--- src/rtl/pipe_hazard_ctrl_if.sv ---
// rtl/pipe_hazard_ctrl_if.sv - pipeline-side signal bundle for the hazard controller
interface pipe_hazard_ctrl_if;
    logic [4:0]  id_rs;
    logic [4:0]  id_rt;
    logic        id_uses_rt;
    logic [4:0]  rr_rt;
    logic        rr_memread;
    logic        rr_jump;
    logic        mem_busy;
    logic        pc_en;
    logic        ifid_en;
    logic        ifid_flush;
    logic        idrr_en;
    logic        idrr_bubble;
    logic [1:0]  state;
    logic [15:0] stall_count;

    modport master (
        output id_rs, id_rt, id_uses_rt, rr_rt, rr_memread, rr_jump, mem_busy,
        input  pc_en, ifid_en, ifid_flush, idrr_en, idrr_bubble, state, stall_count
    );

    modport slave (
        input  id_rs, id_rt, id_uses_rt, rr_rt, rr_memread, rr_jump, mem_busy,
        output pc_en, ifid_en, ifid_flush, idrr_en, idrr_bubble, state, stall_count
    );
endinterface

--- src/rtl/pipe_hazard_ctrl.sv ---
// rtl/pipe_hazard_ctrl.sv - load-use stall, jump flush and memory-wait freeze control
module pipe_hazard_ctrl #(
    parameter int LOAD_STALL = 2
) (
    input  logic               clk,
    input  logic               rst,
    pipe_hazard_ctrl_if.slave  bus
);
    typedef enum logic [1:0] {
        ST_RUN   = 2'b00,
        ST_STALL = 2'b01,
        ST_FLUSH = 2'b10
    } state_e;

    // The hazard cycle in RUN is the first bubble, so STALL covers the rest.
    localparam logic [1:0] CNT_INIT = (LOAD_STALL >= 2) ? 2'(LOAD_STALL - 2) : 2'd0;

    state_e      state_q, state_d;
    logic [1:0]  cnt_q, cnt_d;
    logic [15:0] stall_count_q, stall_count_d;
    state_e      state_eff;
    logic        hazard;
    logic        pc_en, ifid_en, ifid_flush, idrr_en, idrr_bubble;

    // Load in ID/RR writing a register the decode instruction reads; r0 never hazards.
    always_comb begin
        hazard = bus.rr_memread && (bus.rr_rt != 5'd0) &&
                 ((bus.rr_rt == bus.id_rs) || (bus.id_uses_rt && (bus.rr_rt == bus.id_rt)));
    end

    // Output decode and next-state; reset forces RUN decoding so bubbles are abandoned.
    always_comb begin
        state_eff   = rst ? ST_RUN : state_q;
        state_d     = state_q;
        cnt_d       = cnt_q;
        pc_en       = 1'b1;
        ifid_en     = 1'b1;
        ifid_flush  = 1'b0;
        idrr_en     = 1'b1;
        idrr_bubble = 1'b0;
        if (bus.mem_busy) begin
            pc_en   = 1'b0;
            ifid_en = 1'b0;
            idrr_en = 1'b0;
        end else begin
            case (state_eff)
                ST_STALL: begin
                    pc_en       = 1'b0;
                    ifid_en     = 1'b0;
                    idrr_bubble = 1'b1;
                    if (cnt_q == 2'd0) begin
                        state_d = ST_RUN;
                    end else begin
                        cnt_d = cnt_q - 2'd1;
                    end
                end
                ST_FLUSH: begin
                    state_d = ST_RUN;
                end
                default: begin
                    if (bus.rr_jump) begin
                        ifid_flush  = 1'b1;
                        idrr_bubble = 1'b1;
                        state_d     = ST_FLUSH;
                    end else if (hazard) begin
                        pc_en       = 1'b0;
                        ifid_en     = 1'b0;
                        idrr_bubble = 1'b1;
                        if (LOAD_STALL > 1) begin
                            state_d = ST_STALL;
                            cnt_d   = CNT_INIT;
                        end else begin
                            state_d = ST_RUN;
                        end
                    end else begin
                        state_d = ST_RUN;
                    end
                end
            endcase
        end
        stall_count_d = stall_count_q;
        if (!pc_en && (stall_count_q != 16'hFFFF)) begin
            stall_count_d = stall_count_q + 16'd1;
        end
    end

    // State, bubble counter and stall statistic registers.
    always_ff @(posedge clk) begin
        if (rst) begin
            state_q       <= ST_RUN;
            cnt_q         <= 2'd0;
            stall_count_q <= 16'd0;
        end else begin
            state_q       <= state_d;
            cnt_q         <= cnt_d;
            stall_count_q <= stall_count_d;
        end
    end

    // Drive the bundle.
    always_comb begin
        bus.pc_en       = pc_en;
        bus.ifid_en     = ifid_en;
        bus.ifid_flush  = ifid_flush;
        bus.idrr_en     = idrr_en;
        bus.idrr_bubble = idrr_bubble;
        bus.state       = state_q;
        bus.stall_count = stall_count_q;
    end
endmodule

--- src/flat_wrapper.sv ---
// flat-port wrapper written by rule: the top's interface ports become plain ports
module pipe_hazard_ctrl_flat 
#(
    parameter int LOAD_STALL = 2
)
  (clk, rst, bus_id_rs, bus_id_rt, bus_id_uses_rt, bus_rr_rt, bus_rr_memread, bus_rr_jump, bus_mem_busy, bus_pc_en, bus_ifid_en, bus_ifid_flush, bus_idrr_en, bus_idrr_bubble, bus_state, bus_stall_count);
  pipe_hazard_ctrl_if bus_i ();
  input  logic clk;
  input  logic rst;
  input wire logic [$bits(bus_i.id_rs)-1:0] bus_id_rs;
  input wire logic [$bits(bus_i.id_rt)-1:0] bus_id_rt;
  input wire logic [$bits(bus_i.id_uses_rt)-1:0] bus_id_uses_rt;
  input wire logic [$bits(bus_i.rr_rt)-1:0] bus_rr_rt;
  input wire logic [$bits(bus_i.rr_memread)-1:0] bus_rr_memread;
  input wire logic [$bits(bus_i.rr_jump)-1:0] bus_rr_jump;
  input wire logic [$bits(bus_i.mem_busy)-1:0] bus_mem_busy;
  output wire logic [$bits(bus_i.pc_en)-1:0] bus_pc_en;
  output wire logic [$bits(bus_i.ifid_en)-1:0] bus_ifid_en;
  output wire logic [$bits(bus_i.ifid_flush)-1:0] bus_ifid_flush;
  output wire logic [$bits(bus_i.idrr_en)-1:0] bus_idrr_en;
  output wire logic [$bits(bus_i.idrr_bubble)-1:0] bus_idrr_bubble;
  output wire logic [$bits(bus_i.state)-1:0] bus_state;
  output wire logic [$bits(bus_i.stall_count)-1:0] bus_stall_count;
  assign bus_i.id_rs = bus_id_rs;
  assign bus_i.id_rt = bus_id_rt;
  assign bus_i.id_uses_rt = bus_id_uses_rt;
  assign bus_i.rr_rt = bus_rr_rt;
  assign bus_i.rr_memread = bus_rr_memread;
  assign bus_i.rr_jump = bus_rr_jump;
  assign bus_i.mem_busy = bus_mem_busy;
  assign bus_pc_en = bus_i.pc_en;
  assign bus_ifid_en = bus_i.ifid_en;
  assign bus_ifid_flush = bus_i.ifid_flush;
  assign bus_idrr_en = bus_i.idrr_en;
  assign bus_idrr_bubble = bus_i.idrr_bubble;
  assign bus_state = bus_i.state;
  assign bus_stall_count = bus_i.stall_count;
  pipe_hazard_ctrl #(.LOAD_STALL(LOAD_STALL)) u_core (.clk(clk), .rst(rst), .bus(bus_i));
endmodule
--- config.mk ---
export PLATFORM = sky130hd
export DESIGN_NAME = pipe_hazard_ctrl_flat
export DESIGN_NICKNAME = d
export VERILOG_FILES = /design/src/rtl/pipe_hazard_ctrl_if.sv /design/src/rtl/pipe_hazard_ctrl.sv /design/src/flat_wrapper.sv
export SDC_FILE = /design/constraint.sdc
export NUM_CORES = 1
export LEC_CHECK = 0
export ABC_AREA = 1
export BUFFER_PORTS_ARGS = -buffer_cell sky130_fd_sc_hd__buf_2
export CAP_MARGIN = 20
export CELL_PAD_IN_SITES_DETAIL_PLACEMENT = 1
export CELL_PAD_IN_SITES_GLOBAL_PLACEMENT = 1
export CORE_MARGIN = 10
export CORE_UTILIZATION = 36
export CTS_CLUSTER_SIZE = 20
export DETAILED_ROUTE_END_ITERATION = 7
export PLACE_DENSITY_LB_ADDON = 0.1
export SLEW_MARGIN = 40
export SYNTH_ARGS = -nofsm -noshare
export SYNTH_HDL_FRONTEND = slang
export SYNTH_SLANG_ARGS = --single-unit
--- constraint.sdc ---
create_clock -name clk -period 5.79 [get_ports clk]
set_clock_uncertainty 0.05 [all_clocks]
set_input_delay 1.4475 -clock clk [delete_from_list [all_inputs] [get_ports clk]]
set_output_delay 1.4475 -clock clk [all_outputs]
set_load 0.01 [all_outputs]
Word-level counts from Yosys, hierarchy flattened
Index checks and enable logic that the tools add are counted.
Widths: inputs -> output; s select.
{ "totals": {"out_inout_bits": 23, "input_bits": 21, "ff_bits": 20} }
{ "op_classes": {"reduce_logical": 12, "mux": 21, "bitwise_logic": 2, "add_sub_neg": 2, "eq_ne": 8} }
{ "op_table": {"columns": ["operator", "count"], "rows": [
  ["$add 16x1->16 const B", 1],
  ["$ne 16x16->1 const B", 1],
  ["$mux 2", 6],
  ["$mux 1", 11],
  ["$eq 5x5->1", 2],
  ["$pmux 2 s2", 2],
  ["$reduce_and 5->1", 1],
  ["$reduce_bool 5->1", 1],
  ["$logic_and 1x1->1", 4],
  ["$ne 2x1->1 const B", 2],
  ["$pmux 1 s2", 2],
  ["$eq 2x1->1 const B", 1],
  ["$eq 2x2->1 const B", 1],
  ["$logic_not 2->1", 1],
  ["$ne 2x2->1 const B", 1],
  ["$not 1->1", 2],
  ["$reduce_and 2->1", 1],
  ["$reduce_bool 2->1", 1],
  ["$reduce_or 2->1", 1],
  ["$sub 2x1->2 const B", 1],
  ["$logic_not 1->1", 1],
  ["$logic_or 1x1->1", 1]
]} }

Depth between registers and ports, before layout
Gate-level depths: netlist of run 1.
{ "depth": {"word_depth": 10, "depth_mapped": 13} }

Worst setup path after synthesis of run 1
OpenSTA, ideal clock, no wires.
{ "synth_path": {"kind": "input port to output port", "startpoint": "input rst", "endpoint": "output bus_pc_en", "n_path_buf": 3, "setup_slack_ns": 1.312, "stages": 11, "t_arrival_ns": 2.981, "cell_sequence": "clkinv_1 buf_4 nand2_1 inv_1 ha_1 nor2_1 nor2_1 nand2_4 buf_4 inv_1 buf_4"} }
{ "synth_between": {"elab_chain_cells": 4, "elab_cells_between_ends": 5, "classes_between": "eq/ne (2); mux (3)"} }
{ "synth_rtl": {"columns": ["element", "line", "source"], "rows": [
  ["start, declared", "flat_wrapper.sv:9", "input logic rst;"],
  ["$mux 2 (*)", "pipe_hazard_ctrl.sv:33", "state_eff = rst ? ST_RUN : state_q;"],
  ["$eq 2x2->1 or $eq 2x1->1 (tied branches)", null, null],
  ["$pmux 1 s2 (*)", null, null],
  ["$mux 1 (*)", null, null],
  ["end, declared", "flat_wrapper.sv:17", "output wire logic [$bits(bus_i.pc_en)-1:0] bus_pc_en;"]
]} }
Every way passes the cells marked *; elsewhere a longest branch is shown, timed or not.

Worst setup path after layout of run 1
{ "layout_path": {"startpoint": "input rst", "endpoint": "output bus_pc_en"} }
{ "layout_between": {"elab_chain_cells": 4, "elab_cells_between_ends": 5, "classes_between": "eq/ne (2); mux (3)"} }
{ "layout_rtl": {"columns": ["element", "line", "source"], "rows": [
  ["$mux 2 (*)", "pipe_hazard_ctrl.sv:33", null],
  ["$eq 2x2->1 or $eq 2x1->1 (tied branches)", "pipe_hazard_ctrl.sv:46", "case (state_eff)"],
  ["$pmux 1 s2 (*)", "pipe_hazard_ctrl.sv:46", null],
  ["$mux 1 (*)", "pipe_hazard_ctrl.sv:41", "if (bus.mem_busy) begin"]
]} }
Marks and branches as above.

==> impl_metrics.json, run 1 <==
{
  "portBuffers": 43,
  "avgViaCountPerCell": 4.678,
  "ant_nets": 0,
  "dp_cells": 328,
  "r2r_start": "u_core.bus.state[0]",
  "p_total_uw": 304.2,
  "nFillCells": 550,
  "post_cts_buffers": 0,
  "die-area_um2": 6912,
  "relSlewSlack": 0.7929,
  "first_iter_violations": 29,
  "worst_pin_slew_ns": 0.3104,
  "clk_pin_slew_ns": 0.09,
  "setup.worst_path.class": "in2out",
  "row_count": 22,
  "core_area_um2": 3771,
  "drv_slew": 0,
  "synth_top_area_cell": "dfxtp_1",
  "grt_pass1_wl_mm": 6.844,
  "fin_crit_ns": 4.564,
  "holdBufCountCts": 0,
  "cts-root-buf": "clkbuf_8",
  "avgSynthCellArea_um2": 5.955,
  "area_growth_pct": 20.14,
  "dr.pass1.iters": 5,
  "min_to": "u_core.cnt_q[1]",
  "rrSetupSlack_ns": 3.89,
  "cts_buffer_depth": 2,
  "routed_wl_mm": 3.892,
  "rsz0062_at_grt": "no",
  "grt_max_degree": 32,
  "stdcell_area_um2": 1724,
  "synth.distinct_cells": 27,
  "p_per_area_nw_per_um2": 176.4,
  "grt-ovfl-total": 0,
  "antenna_cells": 0,
  "min_path_type": "reg2reg",
  "synth_edf_count": 0,
  "cts_tree": "yes",
  "start_util": 0.3806,
  "cts.sinks": 20,
  "status": "complete, no violations",
  "finalWorstSetupSlack_ns": 1.226,
  "drc": 0,
  "final-setup-viol-count": 0,
  "async_flop_share": 0,
  "timing.fmax_mhz": 219.1,
  "yosys.cell_count.top_type": "nand2_1",
  "groute.usage.overall": 0.1114,
  "syn-instance-count": 241,
  "ys_ff_latch": 20,
  "postPlaceCellArea_um2": 1669,
  "gp_congestion": 0.7770,
  "hold_viol_final": 0,
  "reg2reg_depth": 11,
  "syn-num-nets": 266,
  "ios": 44,
  "synthTopCellsByArea": "dfxtp_1, nand2_1, nor2_1",
  "wl_per_cell_um": 11.72,
  "crit_arrival_ns": 3.07,
  "synth-seq-area-share": 0.2790,
  "dpl.hpwl_mm": 3.128,
  "timing.rr.end": "u_core.bus.stall_count[13]",
  "vias": 1553,
  "max_cap_violations": 0,
  "die_width_um": 83.14,
  "cp-start-kind": "input pin",
  "antenna_found_initial": 0,
  "ys_warn_count": 0,
  "fin_nets": 310,
  "fin_crit_sh": 0.7883,
  "h-tree-depth": 1,
  "yosys_most_used_dff": "dfxtp_1",
  "post_cts_resized": 0,
  "clk_latency_ns": 0.26,
  "grt_pass1_vias": 1632,
  "worstHoldPathCells": 2,
  "worst_ir_drop_vdd_mv": 0.08067,
  "cts_inserted_buffers": 3,
  "fp.dieH_um": 83.14,
  "path_max_fanout": 31,
  "synth_area_um2": 1435,
  "worst_hold_startpoint": "u_core.cnt_q[1]",
  "drive_above_1_share": 0.2218,
  "place_ws_ns": 1.216,
  "fin_setup_tns_ns": 0,
  "leakage_uw": 0.0009301,
  "stdcell_count": 332,
  "netlist.area_leader.share": 0.2790,
  "ys_top_cells_by_count": "nand2_1, nor2_1, inv_1",
  "required_ns": 4.29,
  "worstSetupEndpointType": "output pin"
}
## layer usage
| layer | track usage | up-vias | routed length (um) |
|---|---|---|---|
| li1 | - | 825 | - |
| met1 | 0.1265 | 702 | 1788 |
| met2 | 0.1983 | 24 | 1915 |
| met3 | 0.03418 | 2 | 162 |
| met4 | 0.02308 | 0 | 25 |
| met5 | 0 | - | 0 |
## area by class of cell
type / count / area, um^2 / area share
clock buffer: 4 / 55.05 / 0.03193
inverter: 39 / 147.6 / 0.08563
tap: 48 / 60.06 / 0.03483
sequential: 20 / 400.4 / 0.2322
multi-input combinational: 177 / 838.3 / 0.4862
timing repair buffer: 44 / 222.7 / 0.1292
## cell usage in the layout (no fill, tap or decap), types with 3 or more instances in the layout
| master | count |
|---|---|
| nand2_1 | 65 |
| nor2_1 | 48 |
| buf_2 | 43 |
| inv_1 | 34 |
| nand3_1 | 21 |
| dfxtp_1 | 20 |
| a21oi_1 | 18 |
| nor3_1 | 4 |
| ha_1 | 4 |
| clkbuf_8 | 4 |
| inv_2 | 3 |
## through the flow
stage | hold WS, ns | utilization
global route | 0.4973 | 0.4572
global placement | 0.4173 | 0.4426
CTS | 0.4479 | 0.4572
floorplan | 0.4016 | -
finish | 0.4418 | 0.4572
detailed placement | 0.4265 | 0.4426
## critical path, cell delays in order
cell,delay [ns]
buf_2,0.11
clkinv_1,0.06
buf_4,0.20
nand2_1,0.10
inv_1,0.04
ha_1,0.38
nor2_1,0.06
nor2_1,0.17
nand2_4,0.22
inv_1,0.12
buf_2,0.14
## power breakdown
part / total [uW] / leakage, uW / internal, uW / switching, uW
Combinational: 48.8 / 0.000740 / 19.2 / 29.6
Clock: 113 / 0.0000288 / 60.7 / 52.6
Sequential: 142 / 0.000162 / 140 / 2.44
## kinds of logic (layout without fill, tap and decap cells)
family                     after synthesis  after routing  synth area share
adders and majority gates                4              4           0.03487
DFF                                     20             20            0.2790
AOI/OAI and AO/OA                       19             19           0.06626
and+or+nand+nor                        153            153            0.4769
buffers and inverters                   44             87            0.1369
xor gates and xnor gates                 1              1          0.006104
## how the worst max path moves through the flow
stage,cells past startpoint,startpoint,end
finish,11,rst,bus_pc_en
global route,11,rst,bus_pc_en
CTS,11,rst,bus_pc_en
detailed placement,11,rst,bus_pc_en
global placement,11,rst,bus_pc_en
floorplan,11,rst,bus_pc_en
## flip-flops by register name, summed over array words and instances (netlist names)
register	count
u_core.bus.stall_count	16
u_core.cnt_q	2
u_core.bus.state	2
No activity file was read; power rests on OpenSTA's default activity.
==> run 2, diff against run 1 <==
--- a/config.mk
+++ b/config.mk
@@ -11,7 +11,7 @@
 export CELL_PAD_IN_SITES_DETAIL_PLACEMENT = 1
 export CELL_PAD_IN_SITES_GLOBAL_PLACEMENT = 1
 export CORE_MARGIN = 10
-export CORE_UTILIZATION = 36
+export CORE_UTILIZATION = 34
 export CTS_CLUSTER_SIZE = 20
 export DETAILED_ROUTE_END_ITERATION = 7
 export PLACE_DENSITY_LB_ADDON = 0.1
==> constraint.sdc (replaced) <==
create_clock -name clk -period 4.6 [get_ports clk]
set_clock_uncertainty 0.05 [all_clocks]
set_input_delay 1.15 -clock clk [delete_from_list [all_inputs] [get_ports clk]]
set_output_delay 1.15 -clock clk [all_outputs]
set_load 0.01 [all_outputs]
==> impl_metrics.json, run 2 (synthesis gave the netlist of run 1 again) <==
{
  "cts-root-buf": "clkbuf_8",
  "core_area_um2": 4029,
  "crit_family": "simple AND/OR/NAND/NOR gates",
  "min_path_type": "reg2reg",
  "dpl.hpwl_mm": 3.208,
  "nFillCells": 591,
  "grt-ovfl-total": 0,
  "clk_latency_ns": 0.27,
  "cts_tree": "yes",
  "layout_common_cells": "nand2_1, nor2_1, buf_2",
  "dr.pass1.iters": 4,
  "gp_congestion": 0.7892,
  "cts_inserted_buffers": 3,
  "grt_max_degree": 32,
  "worstSetupEndpointType": "output pin",
  "area_growth_pct": 21.45,
  "fin_nets": 310,
  "fin_crit_sh": 0.8277,
  "grt_pass1_wl_mm": 6.948,
  "hold_viol_final": 0,
  "setup.worst_path.class": "in2out",
  "ant_nets": 0,
  "first_iter_violations": 31,
  "routed_wl_mm": 3.946,
  "relSlewSlack": 0.7968,
  "portBuffers": 43,
  "crit_arrival_ns": 2.61,
  "p_per_area_nw_per_um2": 243.0,
  "drv_slew": 0,
  "path_buf_inv": 4,
  "fin_crit_ns": 3.807,
  "stdcell_area_um2": 1743,
  "row_count": 23,
  "grt_pass1_vias": 1601,
  "vias": 1542,
  "max_cap_violations": 0,
  "ios": 44,
  "worst_ir_drop_vdd_mv": 0.1186,
  "leakage_uw": 0.0009371,
  "post_cts_buffers": 0,
  "final-setup-viol-count": 0,
  "required_ns": 3.40,
  "rsz0062_at_grt": "no",
  "fin_setup_tns_ns": 0,
  "crit_slowest_cell": "ha_1",
  "cp-start-kind": "input pin",
  "holdBufCountCts": 0,
  "clk_pin_slew_ns": 0.09,
  "max_stage_delay_ns": 0.40,
  "post_cts_resized": 0,
  "fp.dieH_um": 84.97,
  "avgViaCountPerCell": 4.617,
  "path_max_fanout": 31,
  "path_common_cell": "nor2_1",
  "drc": 0,
  "die-area_um2": 7220,
  "largest_register_ffs": 16,
  "groute.usage.overall": 0.1127,
  "final_common_cell": "nand2_1",
  "worst_pin_slew_ns": 0.3045,
  "timing.fmax_mhz": 262.7,
  "cts_buffer_depth": 2,
  "die_width_um": 84.97,
  "cts.sinks": 20,
  "antenna_cells": 0,
  "antenna_found_initial": 0,
  "wl_per_cell_um": 11.81,
  "h-tree-depth": 1,
  "start_util": 0.3562,
  "drive_above_1_share": 0.2218,
  "status": "complete, no violations",
  "worstPathCellList": "buf_2 > nor2_1 > inv_1 > ha_1 > nor2_1 > nor2_1 > nand2_4 > inv_1 > buf_2",
  "postPlaceCellArea_um2": 1672
}
-- run 2: final timing paths --
path | start | end | slack [ns] | cells past startpoint
max | rst | bus_ifid_en | 0.79 | 9
min | u_core.bus.state[1] | u_core.bus.state[1] | 0.45 | 2
max reg2reg | u_core.bus.state[0] | u_core.bus.stall_count[13] | 2.69 | 11
min reg2reg | u_core.bus.state[1] | u_core.bus.state[1] | 0.45 | 2
-- run 2: layer usage --
layer	track usage	routed length, um
met4	0.04042	52
met2	0.1989	1952
met3	0.04015	243
met5	0	0
met1	0.1202	1698
-- run 2: final cells by class --
class                   instances  area, um^2  area share
multi-input cells             177       838.3      0.4810
clock buffers                   3       41.29     0.02369
well taps                      50       62.56     0.03589
flip-flops and latches         20       400.4      0.2297
repair buffers                 44       222.7      0.1278
inverters                      39       147.6     0.08471
clock inverters                 1       30.03     0.01723
-- run 2: through the flow --
stage,utilization,setup WS [ns],power [uW],instances,hold slack (ns)
after floorplan,-,0.7169,225.0,241,0.4016
after global placement,0.4149,0.8490,244.5,330,0.4324
after detailed placement,0.4149,0.7736,246.2,330,0.4302
after CTS,0.4326,0.7743,433.8,334,0.4528
after global routing,0.4326,0.5839,445.8,334,0.4823
final,0.4326,0.7927,423.5,334,0.4453
-- run 2: report_power, final --
part           total, uW  internal [uW]  switching (uW)
Combinational       61.6           24.2            37.4
Sequential           179            176            2.98
Clock                183            116            66.7
Total                424            317             107
-- run 2: worst min-delay path: stages, from the launching register on --
cell and delay (ns):
dfxtp_1 0.34, nand2_1 0.07, a21oi_1 0.05
